File: src/rtl/multicycle_ctrl.sv
// multicycle_ctrl
// Control unit for a small accumulator machine. One instruction runs as a
// walk through FETCH -> DECODE -> EXEC [-> WB], emitting one-cycle write
// strobes to the datapath, stretched by memory wait states (mem_ready low).
//
// Handshake: mem_ready is the completion strobe for any access the FSM
// is requesting (mem_read or mem_write high). An access completes in the
// cycle mem_ready is high; while it is low the FSM holds its state and its
// strobes unchanged. mem_ready is ignored when no access is requested.
//
// Ports
//   clk, reset      clock, asynchronous active-high reset
//   opcode          IR opcode, stable from DECODE to end of instruction
//   zero_flag       accumulator-zero status (conditional branch)
//   mem_ready       memory access completion
//   run             permits a new fetch
//   pc_write .. o_write   datapath write strobes; pc_src selects branch target
//   alu_control     ALU operation select (valid in EXEC/WB of ALU ops)
//   state           current FSM state code (debug / checker visibility)
//   halted          sticky halt indicator
//   instr_count     retired-instruction counter, wraps
module multicycle_ctrl #(
  parameter int OPC_W = 4,
  parameter int ALU_W = 3,
  parameter int CNT_W = 16
) (
  input  logic             clk,
  input  logic             reset,
  input  logic [OPC_W-1:0] opcode,
  input  logic             zero_flag,
  input  logic             mem_ready,
  input  logic             run,
  output logic             pc_write,
  output logic             pc_src,
  output logic             mem_read,
  output logic             mem_write,
  output logic             ir_write,
  output logic             ac_write,
  output logic             b_write,
  output logic             o_write,
  output logic [ALU_W-1:0] alu_control,
  output logic [2:0]       state,
  output logic             halted,
  output logic [CNT_W-1:0] instr_count
);

  typedef enum logic [2:0] {
    S_FETCH  = 3'b000,
    S_DECODE = 3'b001,
    S_EXEC   = 3'b010,
    S_WB     = 3'b011,
    S_HALT   = 3'b100
  } state_t;

  typedef enum logic [3:0] {
    C_ADD, C_SUB, C_OR, C_AND, C_XOR,
    C_JMP, C_JZ, C_OUT,
    C_LDA, C_LDB, C_STR, C_HLT,
    C_NOP
  } cls_t;

  state_t           r_state;
  state_t           w_next;
  logic [CNT_W-1:0] r_cnt;
  logic [7:0]       w_opc8;
  cls_t             w_cls;
  logic             w_is_alu;
  logic [2:0]       w_alu_code;
  logic             w_retire;

  logic w_pc_write, w_pc_src, w_mem_read, w_mem_write;
  logic w_ir_write, w_ac_write, w_b_write, w_o_write;
  logic [ALU_W-1:0] w_alu;

  // Opcode zero-extended to 8 bits so codes above 0xF fall out as NOP for
  // any legal OPC_W.
  assign w_opc8 = 8'(opcode);

  always_comb begin
    w_cls = C_NOP;
    case (w_opc8)
      8'h00:   w_cls = C_ADD;
      8'h01:   w_cls = C_SUB;
      8'h02:   w_cls = C_OR;
      8'h03:   w_cls = C_AND;
      8'h04:   w_cls = C_XOR;
      8'h08:   w_cls = C_JMP;
      8'h09:   w_cls = C_JZ;
      8'h0A:   w_cls = C_OUT;
      8'h0C:   w_cls = C_LDA;
      8'h0D:   w_cls = C_LDB;
      8'h0E:   w_cls = C_STR;
      8'h0F:   w_cls = C_HLT;
      default: w_cls = C_NOP;
    endcase
  end

  always_comb begin
    w_is_alu   = 1'b1;
    w_alu_code = 3'd0;
    case (w_cls)
      C_ADD:   w_alu_code = 3'd0;
      C_SUB:   w_alu_code = 3'd1;
      C_OR:    w_alu_code = 3'd2;
      C_AND:   w_alu_code = 3'd3;
      C_XOR:   w_alu_code = 3'd4;
      default: w_is_alu   = 1'b0;
    endcase
  end

  always_ff @(posedge clk or posedge reset) begin
    if (reset) begin
      r_state <= S_FETCH;
      r_cnt   <= '0;
    end else begin
      r_state <= w_next;
      if (w_retire) r_cnt <= r_cnt + 1'b1;
    end
  end

  always_comb begin
    w_next      = r_state;
    w_pc_write  = 1'b0;
    w_pc_src    = 1'b0;
    w_mem_read  = 1'b0;
    w_mem_write = 1'b0;
    w_ir_write  = 1'b0;
    w_ac_write  = 1'b0;
    w_b_write   = 1'b0;
    w_o_write   = 1'b0;
    w_alu       = '0;
    case (r_state)
      S_FETCH: begin
        if (run) begin
          w_mem_read = 1'b1;
          w_ir_write = mem_ready;
          if (mem_ready) w_next = S_DECODE;
        end
      end
      S_DECODE: begin
        if (w_cls == C_HLT) begin
          w_next = S_HALT;
        end else begin
          w_pc_write = 1'b1;
          // Memory ops and jumps latch the operand/target into B here.
          w_b_write  = (w_cls == C_LDA) || (w_cls == C_LDB) || (w_cls == C_STR) ||
                       (w_cls == C_JMP) || (w_cls == C_JZ);
          w_next     = S_EXEC;
        end
      end
      S_EXEC: begin
        w_next = S_FETCH;
        if (w_is_alu) begin
          w_alu  = ALU_W'(w_alu_code);
          w_next = S_WB;
        end else begin
          case (w_cls)
            C_LDA: begin
              w_mem_read = 1'b1;
              w_next     = mem_ready ? S_WB : S_EXEC;
            end
            C_LDB: begin
              w_mem_read = 1'b1;
              w_b_write  = mem_ready;
              w_next     = mem_ready ? S_FETCH : S_EXEC;
            end
            C_STR: begin
              w_mem_write = 1'b1;
              w_next      = mem_ready ? S_FETCH : S_EXEC;
            end
            C_JMP: begin
              w_pc_write = 1'b1;
              w_pc_src   = 1'b1;
            end
            C_JZ: begin
              w_pc_write = zero_flag;
              w_pc_src   = zero_flag;
            end
            C_OUT:   w_o_write = 1'b1;
            default: ;
          endcase
        end
      end
      S_WB: begin
        w_next = S_FETCH;
        if (w_is_alu) begin
          w_ac_write = 1'b1;
          w_alu      = ALU_W'(w_alu_code);
        end else if (w_cls == C_LDA) begin
          w_ac_write = 1'b1;
        end
      end
      S_HALT:  w_next = S_HALT;
      default: w_next = S_FETCH;
    endcase
  end

  // An instruction retires when it leaves EXEC/WB for FETCH, or on HLT entry.
  assign w_retire = (((r_state == S_EXEC) || (r_state == S_WB)) && (w_next == S_FETCH)) ||
                    ((r_state != S_HALT) && (w_next == S_HALT));

  // Strobes are gated by reset so they drop the instant reset asserts,
  // even though FETCH itself would otherwise drive mem_read from run.
  assign pc_write    = w_pc_write  & ~reset;
  assign pc_src      = w_pc_src    & ~reset;
  assign mem_read    = w_mem_read  & ~reset;
  assign mem_write   = w_mem_write & ~reset;
  assign ir_write    = w_ir_write  & ~reset;
  assign ac_write    = w_ac_write  & ~reset;
  assign b_write     = w_b_write   & ~reset;
  assign o_write     = w_o_write   & ~reset;
  assign alu_control = reset ? '0 : w_alu;
  assign state       = r_state;
  assign halted      = (r_state == S_HALT) & ~reset;
  assign instr_count = r_cnt;

endmodule

File: config.mk
export PLATFORM = sky130hd
export DESIGN_NAME = multicycle_ctrl
export DESIGN_NICKNAME = d
export VERILOG_FILES = /design/src/rtl/multicycle_ctrl.sv
export SDC_FILE = /design/constraint.sdc
export NUM_CORES = 1
export LEC_CHECK = 0
export CORE_UTILIZATION = 47
export CTS_BUF_LIST = sky130_fd_sc_hd__clkbuf_4
export CTS_CLUSTER_DIAMETER = 60
export DETAILED_ROUTE_END_ITERATION = 6
export GPL_ROUTABILITY_DRIVEN = 1
export HOLD_SLACK_MARGIN = 0.02
export PLACE_DENSITY = 0.81
export SYNTH_ARGS = -nofsm -noshare
export SYNTH_HDL_FRONTEND = slang
export SYNTH_SLANG_ARGS = --single-unit
File: constraint.sdc
create_clock -name clk -period 2.3 [get_ports clk]
set_clock_uncertainty 0.2 [all_clocks]
set_input_delay 0.23 -clock clk [delete_from_list [all_inputs] [get_ports clk]]
set_output_delay 0.23 -clock clk [all_outputs]
set_load 0.1 [all_outputs]
==> impl_metrics.py <==
metrics = {
    "final_layout": {
        "area_growth_syn_to_layout_pct": 80.3,
        "final_util_pct": 88.9,
        "drive_above_1_share_pct": 59.8,
        "fin_nets": 260,
        "n_antenna_cell": 0,
    },
    "timing": {
        "maxSlewHeadroom_pct": 65.8,
        "setup_ws_ps": -291,
        "fin_crit_sh_pct": 113,
        "finalSetupViolCount": 6,
        "clock.fmax_mhz": 386,
        "drv_slew": 0,
        "finalHoldViolCount": 0,
        "worst_slew_pin_slew_ps": 512,
        "rsz0062_at_grt": "true",
        "fin_crit_ps": 2590,
        "fin_tns_setup_ps": -1330,
    },
    "route": {
        "drt_wl_total_mm": 5.42,
        "drc": 0,
        "wl_per_cell_microns": 18.8,
        "via_count": 1647,
        "final_antenna_net_count": 0,
        "drt-initial-drc-count": 46,
        "firstDrtPassIters": 4,
        "viasPerCell": 5.72,
    },
    "yosys": {
        "avgSynthCellArea_sq_um": 9.33,
        "ys_seq_area_share_pct": 31.9,
        "synth_seq_cells": 19,
        "synth_nets": 175,
        "async_flop_share_pct": 100,
        "ys_warn_count": 0,
        "post_synth_num_cell_types": 41,
        "syn-cell-area_sq_um": 1490,
        "synth_ff_type": "dfrtp_1",
        "synthCells": 160,
        "synth_edf_count": 0,
    },
    "placed_design": {
        "port_buffers": 39,
        "gp_congestion": 0.910,
        "dpl.hpwl_mm": 3.50,
    },
    "worst_setup_path": {
        "path_buf_inv": 4,
        "r2r_setup_slack_ps": 0,
        "end_kind": "primary output",
        "cpLargestDelayFamily": "buffers and inverters",
        "cpMostUsedCell": "buf_6",
        "cpPeakStageDelay_ps": 490,
        "crit_type": "reg -> out",
        "critPathLaunchType": "flop",
        "worstPathMaxFanout": 2,
        "worstPathArrival_ps": 2160,
        "slowest_stage": "dfrtp_4",
        "path_cells": "nand2b_4, buf_6, nor2_4, o2111ai_4, buf_6, buf_6, nor4_4, buf_12",
        "cp.required_ps": 1870,
    },
    "floorplanning": {
        "die_h_microns": 58.4,
        "die-area_sq_um": 3410,
        "die_w_microns": 58.4,
        "num_rows": 20,
        "ios": 40,
        "core-area_sq_um": 3030,
        "initial_utilization_pct": 49.3,
    },
    "outcome": {
        "status": "finished with violations",
        "violations": "setup timing",
    },
    "global_route": {
        "track_usage_pct": 28.0,
        "antenna_found_initial": 0,
        "grt_max_degree": 20,
        "overflow": 0,
        "grt_first_pass_wirelength_mm": 7.24,
        "grt_pass1_vias": 1611,
    },
    "clocking": {
        "tritoncts": "done",
        "cts_made_buffers": 3,
        "cts_buffer_depth": 2,
        "htree_levels": 1,
        "numClockSinks": 19,
        "clk_pin_slew_ps": 120,
        "insertion_delay_ps": 300,
        "cts_root_buf": "clkbuf_4",
    },
    "flow_run": {
        "cap_violations": 0,
    },
    "power_and_ir_drop": {
        "p_leak_nw": 1.05,
        "vdd_drop_max_mv": 0.974,
        "power_density_nw_per_um2": 1160,
    },
    "min_path": {
        "hp-class": "reg -> reg",
    },
}
[cells in the final DEF, fill, tap and decap left out, types with 2 or more instances in the layout]
cell type and instances:
a2111oi_1 3, a2111oi_2 3, a2111oi_4 3, a211oi_1 5, a21oi_1 2, buf_12 12
buf_4 58, buf_6 10, clkbuf_4 4, clkdlybuf4s50_1 4, dfrtp_1 6, dfrtp_2 10
dfrtp_4 3, ha_1 3, ha_4 3, inv_1 11, mux2_2 3, nand2_1 15
nand2b_4 2, nand3_1 10, nor2_1 7, nor2_4 9, nor4_4 2, nor4b_4 2
o21ai_0 2, o21ai_1 2, o32a_1 2, xnor2_1 3, xor2_1 13
[cells by family (layout without fill, tap and decap cells)]
family,after synthesis,in the layout,synth area share (%)
AO/OA/AOI/OAI,34,34,24.6
XOR/XNOR,16,16,9.39
flip-flops,19,19,31.9
AND/OR/NAND/NOR,61,61,20.1
buffers and inverters,20,104,6.12
adder cells (fa/ha/maj),6,6,5.03
multiplexers,4,4,2.93
[layout make-up]
cell class	instances	area (sq um)
clock buffers	4	30.0
fillers	133	337
well taps	44	55.1
flip-flops and latches	19	499
multi-input cells	121	1190
inverters	15	71.3
repair buffers	85	843
[power by group]
part	switching, mW	internal (mW)
logic	1.61	0.650
clock network	0.108	0.0794
registers	0.191	0.482
total	1.90	1.21
[layer usage]
metal	share of wire, %	track usage [%]
met4	4.8	11.6
met3	4.5	4.84
met2	52	51.9
met5	0	0
met1	38	31.7
[final timing paths]
| path | from | cells past startpoint | to |
|---|---|---|---|
| worst max-delay path | state[2]$_DFF_PP0_ | 8 | mem_write |
| worst min-delay path | instr_count[15]$_DFFE_PP0P_ | 1 | instr_count[15]$_DFFE_PP0P_ |
| worst max register to register | state[2]$_DFF_PP0_ | 7 | instr_count[7]$_DFFE_PP0P_ |
| worst min register to register | instr_count[15]$_DFFE_PP0P_ | 1 | instr_count[15]$_DFFE_PP0P_ |
| max in group asynchronous | reset | 4 | instr_count[8]$_DFFE_PP0P_ |
| min in group asynchronous | reset | 4 | instr_count[3]$_DFFE_PP0P_ |
[Yosys cell counts, drive strengths merged (3+ instances only)]
cell type  number  share of area (%)
a211oi          5                2.5
nor2b           3                1.3
nor2           17                4.3
nand2b          3                1.3
ha              6                5.0
inv            15                3.8
nand2          16                4.0
buf             3                1.8
dfrtp          19                 32
xor2           13                7.6
nand3          11                3.7
a2111oi         9                 11
xnor2           3                1.8
a21oi           3                1.0
o21ai           5                1.9
mux2            3                2.3
[registers in the layout, indices dropped and copies added, names as in the netlist]
name	cells
state	3
instr_count	16
[timing repair]
item / CTS / global route
pin swaps: 7 / 9
hold buffers: 0 / 0
endpoints found under the setup margin: 27 / 8
setup buffers: 4 / 6
gates resized for setup: 29 / 30
[metrics by stage]
stage	power, mW	setup WS, ps	hold slack [ps]	cell area [sq um]	instances
3_3_place_gp	2.66	-687	260	2450	275
2_1_floorplan	2.16	-580	-10.8	1700	160
5_1_grt	3.22	-368	305	2690	288
3_5_place_dp	2.73	-732	272	2450	275
6_report	3.12	-291	286	2690	288
4_1_cts	2.94	-210	295	2540	283
No activity file was read; power rests on OpenSTA's default activity.
